**config.mk**
```make
export PLATFORM = sky130hd
export DESIGN_NAME = dmem_port_arbiter
export DESIGN_NICKNAME = d
export VERILOG_FILES = /design/src/rtl/dmem_arb_pkg.sv /design/src/rtl/dmem_arb_starve_ctr.sv /design/src/rtl/dmem_port_arbiter.sv
export SDC_FILE = /design/constraint.sdc
export NUM_CORES = 1
export LEC_CHECK = 0
export CORE_ASPECT_RATIO = 0.6
export CORE_MARGIN = 2
export CORE_UTILIZATION = 24
export CTS_BUF_LIST = sky130_fd_sc_hd__clkbuf_8
export DETAILED_ROUTE_END_ITERATION = 10
export GPL_TIMING_DRIVEN = 1
export PLACE_DENSITY = 0.75
export SLEW_MARGIN = 20
export SYNTH_ARGS = -nofsm -noshare
export SYNTH_HDL_FRONTEND = slang
export SYNTH_SLANG_ARGS = --single-unit
```
**constraint.sdc**
```tcl
create_clock -name S_AXI_ACLK -period 2.7 [get_ports S_AXI_ACLK]
set_clock_uncertainty 0.15 [all_clocks]
set_input_delay 0.27 -clock S_AXI_ACLK [delete_from_list [all_inputs] [get_ports S_AXI_ACLK]]
set_output_delay 0.27 -clock S_AXI_ACLK [all_outputs]
set_load 0.05 [all_outputs]
```
**src/rtl/dmem_arb_pkg.sv**
```systemverilog
// Shared encodings and defaults for the data-memory port arbiter.
package dmem_arb_pkg;

    typedef enum logic [1:0] {
        OWN_NONE = 2'd0,
        OWN_CPU  = 2'd1,
        OWN_HOST = 2'd2
    } owner_t;

    typedef enum logic {
        WIN_CPU  = 1'b0,
        WIN_HOST = 1'b1
    } side_t;

    localparam logic ARB_CPU_PRI = 1'b0;
    localparam logic ARB_RR      = 1'b1;

    localparam int unsigned STARVE_LIMIT_DEF = 8;

endpackage

```
**src/rtl/dmem_arb_starve_ctr.sv**
```systemverilog
// Host wait tracking: saturating wait counter, starvation escape flag and
// saturating count of grants won through that escape.
module dmem_arb_starve_ctr
    import dmem_arb_pkg::*;
#(
    parameter int unsigned STARVE_LIMIT = STARVE_LIMIT_DEF,
    parameter int unsigned EVT_W        = 16
) (
    input  logic             clk,
    input  logic             rst,
    input  logic             host_req,
    input  logic             host_gnt,
    input  logic             forced_win,
    output logic             escape,
    output logic [EVT_W-1:0] starve_events
);

    localparam int unsigned WAIT_W = (STARVE_LIMIT < 1) ? 1 : $clog2(STARVE_LIMIT + 1);
    localparam logic [WAIT_W-1:0] WAIT_MAX = WAIT_W'(STARVE_LIMIT);

    logic [WAIT_W-1:0] host_wait;

    always_ff @(posedge clk) begin
        if (rst) begin
            host_wait <= '0;
        end else if (!host_req || host_gnt) begin
            host_wait <= '0;
        end else if (host_wait != WAIT_MAX) begin
            host_wait <= host_wait + 1'b1;
        end
    end

    assign escape = (host_wait >= WAIT_MAX);

    always_ff @(posedge clk) begin
        if (rst) begin
            starve_events <= '0;
        end else if (forced_win && (starve_events != '1)) begin
            starve_events <= starve_events + 1'b1;
        end
    end

endmodule

```
**src/rtl/dmem_port_arbiter.sv**
```systemverilog
// Single-port data memory arbiter between the CPU LSU and the AXI host path,
// with one-cycle read-return routing to the requester that issued the read.
module dmem_port_arbiter
    import dmem_arb_pkg::*;
#(
    parameter int unsigned ADDR_W       = 12,
    parameter int unsigned STARVE_LIMIT = STARVE_LIMIT_DEF,
    parameter int unsigned EVT_W        = 16
) (
    input  logic              S_AXI_ACLK,
    input  logic              S_AXI_ARESET,
    input  logic              arb_mode,
    input  logic              cpu_halted,
    input  logic              cpu_req,
    input  logic              cpu_we,
    input  logic [ADDR_W-1:0] cpu_addr,
    input  logic [31:0]       cpu_wdata,
    input  logic [3:0]        cpu_wstrb,
    output logic              cpu_gnt,
    output logic              cpu_rvalid,
    output logic [31:0]       cpu_rdata,
    input  logic              host_req,
    input  logic              host_we,
    input  logic [ADDR_W-1:0] host_addr,
    input  logic [31:0]       host_wdata,
    input  logic [3:0]        host_wstrb,
    output logic              host_gnt,
    output logic              host_rvalid,
    output logic [31:0]       host_rdata,
    output logic              mem_en,
    output logic              mem_we,
    output logic [ADDR_W-1:0] mem_addr,
    output logic [31:0]       mem_wdata,
    output logic [3:0]        mem_wstrb,
    input  logic [31:0]       mem_rdata,
    output logic [EVT_W-1:0]  starve_events
);

    owner_t win;
    owner_t rd_owner;
    side_t  last_winner;
    logic   escape;
    logic   forced_win;

    always_comb begin
        win = OWN_NONE;
        if (!S_AXI_ARESET) begin
            if (cpu_halted) begin
                if (host_req)     win = OWN_HOST;
                else if (cpu_req) win = OWN_CPU;
            end else if (cpu_req && host_req) begin
                if (arb_mode == ARB_CPU_PRI)
                    win = escape ? OWN_HOST : OWN_CPU;
                else
                    win = (last_winner == WIN_CPU) ? OWN_HOST : OWN_CPU;
            end else if (cpu_req) begin
                win = OWN_CPU;
            end else if (host_req) begin
                win = OWN_HOST;
            end
        end
    end

    assign cpu_gnt  = (win == OWN_CPU);
    assign host_gnt = (win == OWN_HOST);
    assign mem_en   = cpu_gnt | host_gnt;

    always_comb begin
        mem_we    = 1'b0;
        mem_addr  = '0;
        mem_wdata = '0;
        mem_wstrb = '0;
        if (cpu_gnt) begin
            mem_we    = cpu_we;
            mem_addr  = cpu_addr;
            mem_wdata = cpu_wdata;
            mem_wstrb = cpu_wstrb;
        end else if (host_gnt) begin
            mem_we    = host_we;
            mem_addr  = host_addr;
            mem_wdata = host_wdata;
            mem_wstrb = host_wstrb;
        end
    end

    // Host beating a requesting CPU in CPU-priority mode can only be the escape.
    assign forced_win = host_gnt && !cpu_halted && (arb_mode == ARB_CPU_PRI) && cpu_req;

    dmem_arb_starve_ctr #(
        .STARVE_LIMIT (STARVE_LIMIT),
        .EVT_W        (EVT_W)
    ) u_starve (
        .clk           (S_AXI_ACLK),
        .rst           (S_AXI_ARESET),
        .host_req      (host_req),
        .host_gnt      (host_gnt),
        .forced_win    (forced_win),
        .escape        (escape),
        .starve_events (starve_events)
    );

    always_ff @(posedge S_AXI_ACLK) begin
        if (S_AXI_ARESET) begin
            rd_owner    <= OWN_NONE;
            last_winner <= WIN_CPU;
        end else begin
            rd_owner <= (mem_en && !mem_we) ? win : OWN_NONE;
            if (win == OWN_HOST)     last_winner <= WIN_HOST;
            else if (win == OWN_CPU) last_winner <= WIN_CPU;
        end
    end

    assign cpu_rvalid  = !S_AXI_ARESET && (rd_owner == OWN_CPU);
    assign host_rvalid = !S_AXI_ARESET && (rd_owner == OWN_HOST);
    assign cpu_rdata   = cpu_rvalid  ? mem_rdata : '0;
    assign host_rdata  = host_rvalid ? mem_rdata : '0;

endmodule

```
==> results of run 1 <==
## tightest hold or removal path, stage by stage (launching register included)
cell	delay [ns]
dfxtp_1	0.34
nand2b_1	0.07
a21oi_1	0.06
## final timing paths
path | end
setup / recovery | mem_addr[11]
hold / removal | u_starve.host_wait[2]
setup reg to reg | u_starve.starve_events[13]
hold reg to reg | u_starve.host_wait[2]
## routing by layer
layer | up-vias | global-route usage (%) | wire (microns)
li1 | 1622 | - | -
met1 | 1559 | 28.2 | 4760
met2 | 129 | 46.5 | 6930
met3 | 18 | 4.61 | 766
met4 | 0 | 4.40 | 207
met5 | - | 0 | 0
## repair_timing
item	CTS	global route
pin swaps	7	10
endpoints found under the setup margin	57	55
setup buffers	5	3
gates resized for setup	46	31
gates cloned	2	4
## logic make-up after synthesis
family	count (synthesis)
AND/OR/NAND/NOR	136
AO/OA/AOI/OAI	80
buffers and inverters	29
flip-flops	23
adder cells (fa/ha/maj)	5
multiplexers	4
XOR/XNOR	2
## state kept, by name, indices dropped and copies added, names as in the netlist
| register | count |
|---|---|
| u_starve.starve_events | 16 |
| u_starve.host_wait | 4 |
| rd_owner | 2 |
| last_winner | 1 |
## area by class of cell
cell class | instances | area, sq um | share of cell area (%)
clock buffers | 3 | 41.3 | 0.629
clock inverters | 1 | 5.00 | 0.0762
inverters | 6 | 22.5 | 0.343
multi-input cells | 227 | 1930 | 29.4
flip-flops and latches | 23 | 462 | 7.03
well taps | 112 | 140 | 2.13
repair buffers | 310 | 3960 | 60.4
## metrics by stage
| stage | setup WS, ns | area (sq um) | util [%] | power (W) | hold WS, ns |
|---|---|---|---|---|---|
| 6_report | -0.0857 | 6560 | 76.4 | 0.00149 | 0.362 |
| 5_1_grt | -0.152 | 6560 | 76.4 | 0.00155 | 0.395 |
| 4_1_cts | -0.0644 | 6330 | 73.7 | 0.00145 | 0.358 |
| 3_5_place_dp | -0.438 | 6040 | 70.3 | 0.00118 | 0.343 |
| 3_3_place_gp | -0.297 | 6040 | 70.3 | 0.00117 | 0.332 |
| 2_1_floorplan | -0.0119 | 2460 | - | 0.000753 | 0.293 |
## power by group
| part | internal (W) | switching [W] |
|---|---|---|
| Sequential | 0.000342 | 0.00000331 |
| Clock | 0.000103 | 0.000121 |
| Combinational | 0.000486 | 0.000438 |
## Yosys cell counts (5+ instances only)
| library cell | count |
|---|---|
| a22o_1 | 48 |
| a21oi_1 | 17 |
| o21ai_0 | 6 |
| and2_1 | 65 |
| nor2_1 | 10 |
| inv_1 | 6 |
| dfxtp_1 | 23 |
| clkbuf_1 | 20 |
| nand3_1 | 7 |
| ha_1 | 5 |
| nand2_1 | 9 |
| o31ai_1 | 5 |
| or3_1 | 5 |
==> impl_results.md, run 1 <==
* Vias in the first global route at 3321
* Max incr delay on CP at 0.35 ns
* Main combinational cell family by area after synthesis: simple AND/OR/NAND/NOR gates
* Dominant synthesized flop cell: dfxtp_1
* R2R setup slack at -0.01 ns
* Via/cell ratio at 4.88
* Post-DP HPWL at 10.2 mm
* Hold-fix buffers, CTS at 0
* Post-DRT Antenna Nets at 0
* Worst-margin pin slew at 0.716 ns
* CTS tree: done
* Final WS setup at -0.0857 ns
* GP Congestion at 0.829
* Final hold vios at 0
* Final instance count without filler cells at slightly below 700
* Drt wl/cell at 18.6 microns
* Delay-heaviest family, CP: buffers and inverters
* Synth Area in Adders at 2.92%
* Crit path buffers/inverters at 6
* Hold Crit Depth at 2
* Final net count at 712
* Area leader, netlist: dfxtp_1
* Synth Area in XOR/XNOR at less than 1%
* Critical Path Fanout Max at 7
* Total GRT Usage at around 24%
* Post-synthesis mux area share at between 1.5 and 2%
* Syn nets at 420
* CP dominant cell by count: buf_6
* Die outline height at 77.2 microns
* Power Density at 228 mW/mm^2
* Synthesized instance count at 279
* DR pass1 iterations at 4
* Final Max Slew Viols at 0
* Layout cell share with drive strength beyond 1 at 39.1%
* Max Cap Viol at 0
* Endpoints failing setup at 49
* VDD IR-drop max at 0.148 mV
* Placed insts at between 600 and 700
* Commonest non-fill, non-tap cells in the layout: 148 x clkdlybuf4s50_1, 75 x buf_12, 65 x and2_1, 45 x buf_6, 31 x a22o_4
* DRT Wirelength at 12.7 mm
* Global-route wire length before repair at 18.8 mm
* Startpoint Class: register
* FILL cells at 577
* Final Critical Period at 2.79 ns
* CP max stage cell: dfxtp_2
* Synth area leaders: dfxtp_1 21%, a22o_1 20%, and2_1 19%
* Ys Warns at 0
* Commonest non-fill, non-tap cell in the layout: clkdlybuf4s50_1
* Endpoint class of the critical path: output pin
* CP Data Arrival Time at 2.37 ns
* Post-route clock period utilization at 103%
* Synth Area in Simple Gates at slightly below 40%
* R2r worst-path depth at 10
* Worst-path cell chain: or2_4 > a21oi_4 > buf_4 > or3_4 > inv_2 > ha_4 > buf_6 > nor2b_4 > buf_6 > buf_12 > a22o_1 > buf_6
* Ant. Diodes at 0
* CTS H-Tree Depth at 1
* CP startpoint: u_starve.host_wait[3]
* Synthesized area at around 0.0021 sq mm
* Rel. slew slack at 51.9%
* Core Area at 0.00859 sq mm
* Pleak at 2.71 nW
* DR DRC count at 0
* Synth top area share at 21.5%
* Largest net degree at the start of global routing at 34
* Die area at 0.00974 sq mm
* Root buffer cell: clkbuf_8
* Critical R2R Launch: u_starve.host_wait[3]
* Crit Path Class: reg -> out
* Synth cell types at 39
* Status: finished with violations
* Layout area overhead at 206%
* Maximum root-to-sink buffer count at 2
* Num rows at 26
* Num CTS Buffers at 3
* Hold path startpoint: u_starve.host_wait[2]
* Remaining global-route overflow at 0
* Initial Utilization at 25.0%
* Clock sink count at 23
* Failing checks: negative setup slack
* Antenna violations before repair at 0
* Achievable clock frequency at 0.359 GHz
* Total negative setup slack at -2.41 ns
* Port bufs at 269
* Sequential area share after synthesis at approximately 21%
* Asr flop ratio synth at 0%
* Die width at 126 microns
* Data required time of the worst path at 2.28 ns
* Worst-path clk slew at 0.08 ns
* CP Depth at 12
* Mean Syn Cell Area at 7.69 sq um
* Synth Register Bits at 23
* I/O pins at 270
* Clock Latency Late Sink at 0.27 ns
* RSZ-0062 raised after global routing: yes
* Post-synth EDFFs at 0
* DRT iter0 DRCs at a little under 200
* HP Class: reg -> reg
* Compound-cell area share of the yosys netlist at 28.3%
* Routed vias at 3328
Note: power is estimated with default switching activity, not from simulation.
==> inputs of run 2 (changes only) <==
CTS_CLUSTER_DIAMETER = 150   (was unset)
==> results of run 2 <==
Final layout, timing and power as in run 1 (identical DEF).
